===== config.mk =====
export PLATFORM = sky130hd
export DESIGN_NAME = imem_axi_rd_flat
export DESIGN_NICKNAME = d
export VERILOG_FILES = /design/src/rtl/soc_bus_pkg.sv /design/src/rtl/imem_axi_rd_if.sv /design/src/rtl/imem_axi_rd.sv /design/src/flat_wrapper.sv
export SDC_FILE = /design/constraint.sdc
export NUM_CORES = 1
export LEC_CHECK = 0
export ABC_AREA = 1
export CAP_MARGIN = 20
export CELL_PAD_IN_SITES_DETAIL_PLACEMENT = 1
export CELL_PAD_IN_SITES_GLOBAL_PLACEMENT = 1
export CORE_ASPECT_RATIO = 1.5
export CORE_UTILIZATION = 28
export CTS_CLUSTER_DIAMETER = 80
export DETAILED_ROUTE_END_ITERATION = 12
export PLACE_DENSITY = 0.86
export SLEW_MARGIN = 10
export SYNTH_ARGS = -nofsm -noshare
export SYNTH_HDL_FRONTEND = slang
export SYNTH_SLANG_ARGS = --single-unit

===== constraint.sdc =====
create_clock -name clock -period 2.8 [get_ports clock]
set_input_delay 0.42 -clock clock [delete_from_list [all_inputs] [get_ports clock]]
set_output_delay 0.42 -clock clock [all_outputs]
set_load 0.05 [all_outputs]

===== src/rtl/soc_bus_pkg.sv =====
// Shared SoC bus definitions: AXI response codes, protection attributes and
// the instruction-read bridge state encoding.
package soc_bus_pkg;

    localparam logic [1:0] RESP_OKAY   = 2'b00;
    localparam logic [1:0] RESP_EXOKAY = 2'b01;
    localparam logic [1:0] RESP_SLVERR = 2'b10;
    localparam logic [1:0] RESP_DECERR = 2'b11;

    // Instruction access, secure, unprivileged.
    localparam logic [2:0] ARPROT_INSTR = 3'b100;

    typedef enum logic [1:0] {
        IDLE = 2'd0,
        ADDR = 2'd1,
        DATA = 2'd2,
        RESP = 2'd3
    } imem_rd_state;

endpackage


===== src/rtl/imem_axi_rd_if.sv =====
// AXI4-Lite read channels (AR + R) of the instruction bus.
interface imem_axi_rd_if #(
    parameter int ADDR_W = 32,
    parameter int DATA_W = 32
);
    logic [ADDR_W-1:0] araddr;
    logic [2:0]        arprot;
    logic              arvalid;
    logic              arready;
    logic [DATA_W-1:0] rdata;
    logic [1:0]        rresp;
    logic              rvalid;
    logic              rready;

    modport master (
        output araddr, arprot, arvalid, rready,
        input  arready, rdata, rresp, rvalid
    );

    modport slave (
        input  araddr, arprot, arvalid, rready,
        output arready, rdata, rresp, rvalid
    );
endinterface


===== src/rtl/imem_axi_rd.sv =====
// Fetch-port to AXI4-Lite read bridge: one request pulse in, one AXI read,
// one response pulse out. Single transaction in flight.
module imem_axi_rd
    import soc_bus_pkg::*;
#(
    parameter int ADDR_W = 32,
    parameter int DATA_W = 32
) (
    input  logic              clock,
    input  logic              reset,
    input  logic              io_reqValid,
    input  logic [ADDR_W-1:0] io_addr,
    output logic              io_respValid,
    output logic [DATA_W-1:0] io_rdata,
    output logic              io_err,
    output logic              io_busy,
    imem_axi_rd_if.master     m
);

    imem_rd_state      state, state_d;
    logic [ADDR_W-1:0] addr_q;
    logic [DATA_W-1:0] rdata_q;
    logic              err_q;

    // NOTE: sequential state uses non-blocking assignments so every register
    // samples the pre-edge values, independent of statement order.
    always_ff @(posedge clock or posedge reset) begin
        if (reset) state <= IDLE;
        else       state <= state_d;
    end

    // NOTE: state_d gets a default before the case, so no path leaves it
    // unassigned and no latch is inferred.
    always_comb begin
        state_d = state;
        case (state)
            IDLE: if (io_reqValid) state_d = ADDR;
            ADDR: if (m.arready)   state_d = DATA;
            DATA: if (m.rvalid)    state_d = RESP;
            RESP:                  state_d = IDLE;
            default:               state_d = IDLE;
        endcase
    end

    // Own copy of the fetch address so the PC may move on after the request.
    always_ff @(posedge clock or posedge reset) begin
        if (reset) begin
            addr_q  <= '0;
            rdata_q <= '0;
            err_q   <= 1'b0;
        end else begin
            if (state == IDLE && io_reqValid) addr_q <= io_addr;
            if (state == DATA && m.rvalid) begin
                rdata_q <= m.rdata;
                // EXOKAY is illegal on AXI4-Lite, so anything but OKAY is an error.
                err_q   <= (m.rresp != RESP_OKAY);
            end
        end
    end

    // Every output is a register or a decode of the state register.
    assign m.araddr     = addr_q;
    assign m.arprot     = ARPROT_INSTR;
    assign m.arvalid    = (state == ADDR);
    assign m.rready     = (state == DATA);
    assign io_respValid = (state == RESP);
    assign io_rdata     = rdata_q;
    assign io_err       = err_q;
    assign io_busy      = (state != IDLE);

    // ASCII state name for waveform viewers; not used by the logic.
    logic [8*4-1:0] state_ascii_unused;
    always_comb begin
        case (state)
            IDLE:    state_ascii_unused = "IDLE";
            ADDR:    state_ascii_unused = "ADDR";
            DATA:    state_ascii_unused = "DATA";
            RESP:    state_ascii_unused = "RESP";
            default: state_ascii_unused = "????";
        endcase
    end

endmodule


===== src/flat_wrapper.sv =====
// flat-port wrapper written by rule: the top's interface ports become plain ports
module imem_axi_rd_flat import soc_bus_pkg::*;
#(
    parameter int ADDR_W = 32,
    parameter int DATA_W = 32
)
  (clock, reset, io_reqValid, io_addr, io_respValid, io_rdata, io_err, io_busy, m_araddr, m_arprot, m_arvalid, m_rready, m_arready, m_rdata, m_rresp, m_rvalid);
  imem_axi_rd_if #(.ADDR_W(ADDR_W), .DATA_W(DATA_W)) m_i ();
  input  logic clock;
  input  logic reset;
  input  logic io_reqValid;
  input  logic [ADDR_W-1:0] io_addr;
  output logic io_respValid;
  output logic [DATA_W-1:0] io_rdata;
  output logic io_err;
  output logic io_busy;
  output wire logic [$bits(m_i.araddr)-1:0] m_araddr;
  output wire logic [$bits(m_i.arprot)-1:0] m_arprot;
  output wire logic [$bits(m_i.arvalid)-1:0] m_arvalid;
  output wire logic [$bits(m_i.rready)-1:0] m_rready;
  input wire logic [$bits(m_i.arready)-1:0] m_arready;
  input wire logic [$bits(m_i.rdata)-1:0] m_rdata;
  input wire logic [$bits(m_i.rresp)-1:0] m_rresp;
  input wire logic [$bits(m_i.rvalid)-1:0] m_rvalid;
  assign m_araddr = m_i.araddr;
  assign m_arprot = m_i.arprot;
  assign m_arvalid = m_i.arvalid;
  assign m_rready = m_i.rready;
  assign m_i.arready = m_arready;
  assign m_i.rdata = m_rdata;
  assign m_i.rresp = m_rresp;
  assign m_i.rvalid = m_rvalid;
  imem_axi_rd #(.ADDR_W(ADDR_W), .DATA_W(DATA_W)) u_core (.clock(clock), .reset(reset), .io_reqValid(io_reqValid), .io_addr(io_addr), .io_respValid(io_respValid), .io_rdata(io_rdata), .io_err(io_err), .io_busy(io_busy), .m(m_i));
endmodule

# --- After elaboration in Yosys (flattened, before gate mapping) ---
# Cells that the tools add are included.
totals:
  latchBits: 0
  regBits: 67
  ramBits: 0
  out_inout_bits: 72
  rom_bits: 0
  in_bits: 71
  n_memories: 0
op_classes:
  div_mod_pow: 0
  n_mux: 4
  addsub: 0
  order_cmp: 0
  n_eq_ne: 6
  bitwise: 0
  n_mul: 0
  n_shift: 0
  reduce_logical: 6
ops:
  columns: ["op", "count"]
  rows:
  - ["case mux 2 bit (4 select lines)", 1]
  - ["2-to-1 mux 2 bit", 3]
  - ["equality test 2 bit (second input constant)", 2]
  - ["inequality test 2 x 1 -> 1 bit (second input constant)", 2]
  - ["nonzero test 2 bit", 2]
  - ["AND reduction 3 bit", 1]
  - ["equality test 2 x 1 -> 1 bit (second input constant)", 1]
  - ["logical AND 1 bit", 2]
  - ["zero test 2 bit", 1]
  - ["inequality test 2 bit (second input constant)", 1]

# --- Logic depth before layout (Yosys ltp) ---
logic_depth:
  ltp_word: 3
  ltp_mapped: 7

# --- Worst setup path after synthesis ---
# Ideal clock, no wire load.
synth_timing:
  path_kind: "reg2out"
  startpoint: "register u_core.state[0]"
  endpoint: "output port io_busy"
  arrival_time_ns: 1.252
  required_time_ns: 2.380
  stages_incl_launch_ff: 6
  path_slack_ns: 1.128
  path_buffers: 2
  cell_sequence: "dfrtp_1 -> inv_1 -> ha_1 -> buf_2 -> buf_2 -> inv_1"
synth_via:
  elab_chain_len: 1
synth_lines:
  columns: ["element", "line_no", "rtl"]
  rows:
  - ["start: declaration", "imem_axi_rd.sv:20", "imem_rd_state state, state_d;"]
  - ["start signal: assignment", "imem_axi_rd.sv:29", "else state <= state_d;"]
  - ["nonzero test 2 bit", "imem_axi_rd.sv:69", "assign io_busy = (state != IDLE);"]
  - ["end: declaration", "flat_wrapper.sv:16", "output logic io_busy;"]
# No other way between the ends.

# --- Worst setup path after layout ---
layout_timing:
  startpoint: "register u_core.state[0]"
  endpoint: "output port m_rready"
layout_via:
  elab_chain_len: 1
layout_lines:
  columns: ["element", "line_no", "rtl"]
  rows:
  - ["equality test 2 bit", "imem_axi_rd.sv:65", "assign m.rready = (state == DATA);"]
  - ["end: declaration", "flat_wrapper.sv:20", "output wire logic [$bits(m_i.rready)-1:0] m_rready;"]
# No other way between the ends.

==> flow_metrics.py <==
metrics = {
    "global_route": {
        "grt_pass1_wl_um": 12700,
        "grt_max_degree": 42,
        "gr-total-overflow": 0,
        "first_global_vias": 2649,
        "grt_use_total": 0.159,
        "antenna_found_initial": 0,
    },
    "cts": {
        "clock-sinks": 67,
        "insertion_delay_ps": 330,
        "cts_buffer_depth": 2,
        "cts_hold_buffers": 0,
        "cts-root-buf": "clkbuf_16",
        "cts_tree": "done",
        "htree_num_levels": 3,
        "post_cts_resized": 0,
        "cts_inserted_buffers": 9,
        "cts_setup_buffers": 0,
        "path_clk_slew_ps": 50,
    },
    "place": {
        "gp_congestion": 0.704,
        "hpwlAfterDp_um": 6160,
        "numPortBuffers": 139,
    },
    "timing": {
        "finalSetupTns_ps": 0,
        "final_max_slew_viol_count": 0,
        "min_period_over_period": 0.839,
        "setup_violations": 0,
        "skew_ps": 3.94,
        "period_minus_slack_ps": 2350,
        "tightest_slew_ps": 575,
        "max_freq_ghz": 0.426,
        "final-hold-violation-count": 0,
        "hold-worst-slack_ps": 468,
        "rsz0062_at_grt": "no",
        "timing.slew.headroom": 0.615,
    },
    "layout": {
        "fin_nets": 523,
        "fillCellCount": 1140,
        "mostFrequentLayoutCells": "nand2_1, clkdlybuf4s50_1, dfrtp_1, nand3_1, nand2_2",
        "final_common_cell": "nand2_1",
        "drive_gt1_frac": 0.0733,
        "antenna_cells": 0,
        "area_delta_synth_final_pct": 61.4,
    },
    "setup_path": {
        "cp_max_fo": 4,
        "worstPathArrival_ps": 1930,
        "reg2reg_slack_ps": 940,
        "cp-start-kind": "flop",
        "criticalPathCategory": "reg -> out",
        "crit_path_end_kind": "output port",
        "r2r.worst_path.cells": 5,
        "required_ps": 2380,
    },
    "detailed_routing": {
        "drcViolationCount": 0,
        "avgViaCountPerCell": 4.49,
        "drtAntennaViolNets": 0,
        "wl_per_cell_um": 14.5,
        "drt_iter0_markers": 57,
        "finalWirelength_um": 8200,
        "dr.pass1.iters": 4,
        "vias": 2535,
    },
    "worst_hold_path": {
        "holdCritPathClass": "in -> async",
    },
    "synthesis": {
        "synth.distinct_cells": 15,
        "synth-seq-area-share": 0.603,
        "avgSynthCellArea_um2": 8.92,
        "syn_area_mm2": 0.00278,
        "yosys_register_bits": 67,
        "synthesis.instances": 312,
        "yosysWarnings": 0,
    },
    "floorplanning": {
        "die_x_um": 83.4,
        "core-area_mm2": 0.00969,
        "ios": 143,
        "die_y_um": 124,
        "placementRows": 44,
        "dieArea_mm2": 0.0103,
        "start_util": 0.287,
    },
    "power_and_ir_drop": {
        "powerDensity_mw_per_mm2": 1400,
        "ir_drop_uv": 632,
        "p_leak_nw": 2.21,
    },
    "status": {
        "status": "complete, no violations",
    },
    "flow_run": {
        "cap_violations": 0,
    },
}
==> registers in the layout (all words and copies together), names as in the netlist <==
register         count
u_core.state         2
u_core.io_err        1
u_core.io_rdata     32
u_core.m.araddr     32
==> cell usage after synthesis <==
cell / instances / area [µm²]
buf_6: 2 / 22.5
inv_1: 9 / 33.8
o21ai_0: 1 / 5.00
nand3_1: 33 / 165
buf_4: 6 / 45.0
nand2_1: 159 / 597
nand2_2: 12 / 75.1
nand4_1: 2 / 12.5
inv_4: 1 / 6.26
buf_2: 11 / 55.1
nor2_1: 1 / 3.75
buf_8: 1 / 15.0
ha_1: 5 / 62.6
conb_1: 2 / 7.51
dfrtp_1: 67 / 1680
==> stage by stage <==
| step | total power, mW | worst slack (ps) | cell area (µm²) | cells | utilization |
|---|---|---|---|---|---|
| global placement | 5.25 | 805 | 4220 | 551 | 0.436 |
| detailed placement | 5.36 | 738 | 4220 | 551 | 0.436 |
| CTS | 6.40 | 424 | 4490 | 565 | 0.464 |
| finish | 6.30 | 452 | 4490 | 565 | 0.464 |
| global route | 6.63 | 396 | 4490 | 565 | 0.464 |
| floorplan | 4.08 | 697 | 2790 | 313 | - |
==> area by class of cell <==
type                       instances  area [µm²]  area share
sequential                        67        1680       0.373
multi-input combinational        216         932       0.208
clock inverter                     3        15.0     0.00334
inverter                          10        40.0     0.00891
timing repair buffer             143        1430       0.319
tap                              115         144      0.0320
clock buffer                      11         253      0.0563
==> logic make-up after synthesis <==
kind of cell	count (synthesis)	share of synthesized area
adders and majority gates	5	0.0225
and+or+nand+nor	207	0.307
buffers and inverters	30	0.0638
DFF	67	0.603
other	2	0.00270
AOI/OAI and AO/OA	1	0.00180
==> worst max-delay path, cell delays in order, from the launching register on <==
cell	delay (ps)
dfrtp_1	420
inv_1	120
ha_1	240
clkdlybuf4s50_1	830
==> layer usage <==
metal	wire (µm)	GRT usage	vias to the layer above	part of all wire
met4	189	0.0690	0	0.023
met3	447	0.0490	12	0.055
met2	4510	0.291	90	0.55
li1	-	-	1216	-
met5	0	0	-	0
met1	3060	0.169	1217	0.37
==> power by group <==
group	internal (mW)	total (mW)	switching (mW)
Combinational	1.13	3.61	2.48
Clock	0.631	1.00	0.369
Sequential	1.43	1.69	0.263
Total	3.19	6.30	3.11
==> path summary, 6_finish.rpt <==
path	startpoint	to
worst max register to register	u_core.state[0]$_DFFE_PP0P_	u_core.m.araddr[10]$_DFFE_PP0P_
max in group asynchronous	reset	u_core.m.araddr[12]$_DFFE_PP0P_
worst min-delay path	reset	u_core.io_rdata[18]$_DFFE_PP0P_
worst max-delay path	u_core.state[0]$_DFFE_PP0P_	m_rready
min in group clock	u_core.m.araddr[22]$_DFFE_PP0P_	u_core.m.araddr[22]$_DFFE_PP0P_
worst min register to register	u_core.m.araddr[22]$_DFFE_PP0P_	u_core.m.araddr[22]$_DFFE_PP0P_
No activity file was read; power rests on OpenSTA's default activity.
==> variant (same flow settings) <==
The 4 states of `imem_rd_state` get a one-hot encoding in 4 bits.
--- a/src/rtl/soc_bus_pkg.sv
+++ b/src/rtl/soc_bus_pkg.sv
@@ -10,11 +10,11 @@
     // Instruction access, secure, unprivileged.
     localparam logic [2:0] ARPROT_INSTR = 3'b100;
 
-    typedef enum logic [1:0] {
-        IDLE = 2'd0,
-        ADDR = 2'd1,
-        DATA = 2'd2,
-        RESP = 2'd3
+    typedef enum logic [3:0] {
+        IDLE = 4'b0001,
+        ADDR = 4'b0010,
+        DATA = 4'b0100,
+        RESP = 4'b1000
     } imem_rd_state;
 
 endpackage
Formal check against the unedited RTL: no difference found for any inputs over 10 cycles, from zero or initial values and one cycle with reset high; not proved beyond that.
==> variant against the unedited design <==
Total power shrank 10%. Highest routed layer unchanged. Critical endpoint unchanged. Critical path type unchanged. Sequential cell count grew 2. Area after synthesis shrank 0.81%. Worst setup slack lost 41 ps. Clock skew grew 2.8 ps. Routed wire length shrank 2.0%. Cell area grew 0.20%. Non-clock buffer count grew 1.
==> variant: results (changes against the unedited design) <==
- Outcome: finished, final reports clean
- The largest net degree at the start of global routing is 35 (-17%).
- The average detailed-routed wire length per instance is 14.1 um (-3.2%).
- Largest fanout on the critical path: 3 (-1)
- The reg-to-reg setup timing slack is 1270 ps (+330 ps).
- Layout fillers: 1111 (-2.5%)
- The layout cell share with drive strength beyond 1 was 7.44% (+0.11 points).
* Initial antenna violation count: 0 (unchanged)
* Part of the Yosys area used for sequential elements: 62.6% (+2.4 points)
- Final clock skew: 6.75 ps (+2.81 ps)
* Sequential Power: 1.62 mW (-4%)
* Post-place instance area: 4220 um^2 (about the same)
* Maximum vdd drop: 0.000640 V (+1.2%)
- The power density over the cells is 1260 nW/um^2 (-10%).
- Remaining max-slew budget at the tightest pin: 62.3% (+0.73 points)
* Post-layout instance count excluding filler cells: 572 (+1.2%)
* Overall via count from detail_route: 2519 (-0.63%)
- Detailed-placement wirelength estimate: 6.02 mm (-2.3%)
- Min Clock Period, post-route: 2390 ps (+40.7 ps)
- # placed instances: 556 (+0.91%)
- Wire length of the first global-routing pass: 12.9 mm (+1.3%)
- Arrival time of data at the critical path endpoint: 1970 ps (+40 ps)
- Leak: 2.24 nW (+1.4%)
* Vias in the first global route: 2719 (+2.6%)
- The final RePlAce weighted congestion is 0.658 (-6.4%).
- Total of warnings raised by yosys: 0 (unchanged)
* Largest stage delay, worst path: 790 ps (-40 ps)
- Post-Place Worst Slack: 758 ps (+20.0 ps)
* Ant diodes: 0 (unchanged)
- Ranked by instance count, the synthesized netlist is headed by 199 x nand2_1, 68 x dfrtp_1, 9 x buf_4.
- The total global-route track usage is 16.2% (+0.28 points).
- The clock group share of total power is 18.4% (+2.5 points).
- The mean instance size in the synthesized netlist is 8.88 um^2 (-0.49%).
- Violation count after the first detailed-routing iteration: 100 (+75%)
- By area the synthesized netlist is led by dfrtp_1 62%, nand2_1 27%, buf_4 2.4%.
- Synth unique cells: 19 (+4)
- Switching part of the total: 47.7% (-1.7 points)
[variant: cell types whose count changed after synthesis, moves of 4 or more]
| cell | before | now |
|---|---|---|
| inv_2 | 0 | 4 |
| ha_1 | 5 | 0 |
| nand3_1 | 33 | 3 |
| nand2_1 | 159 | 199 |
| buf_2 | 11 | 1 |
| nand2_2 | 12 | 0 |
[variant: final cells by class]
type,count,share of cell area (%)
Sequential cell,69,38.4
Inverter,10,0.834
Clock buffer,10,5.31
Tap cell,115,3.20
Clock inverter,6,0.862
Multi-Input combinational cell,218,19.7
Timing Repair Buffer,144,31.7
[variant: critical path, delay by kind of cell (launching register included)]
family        cells  cell delay, ps
buf+inv           2             870
flops             1             410
simple gates      2             350
[variant: path summary, 6_finish.rpt]
path / startpoint / to / cells past startpoint
max: u_core.state[1] / m_rready / 4
min: reset / u_core.io_rdata[24] / 2
max reg2reg: u_core.state[0] / u_core.m.araddr[8] / 7
min reg2reg: u_core.m.araddr[10] / u_core.m.araddr[10] / 2
max in group asynchronous: reset / u_core.m.araddr[23] / 3
min in group clock: u_core.m.araddr[10] / u_core.m.araddr[10] / 2
[variant: per-layer routing]
metal / vias to the layer above / routed length, um / track usage, %
li1: 1204 / - / -
met1: 1207 / 3080 / 17.1
met2: 90 / 4270 / 29.5
met3: 18 / 450 / 3.71
met4: 0 / 244 / 9.38
met5: - / 0 / 0
[variant: cell families after synthesis]
logic type,share of synthesized area (%)
AOI/OAI and AO/OA,0.453
buffers and inverters,5.48
DFF,62.6
other,0.272
and+or+nand+nor,31.2
[variant: stage by stage]
| stage | hold slack, ps | util, % |
|---|---|---|
| floorplan | 530 | - |
| global placement | 455 | 43.8 |
| detailed placement | 460 | 43.8 |
| CTS | 398 | 46.7 |
| global route | 443 | 46.7 |
| finish | 395 | 46.7 |
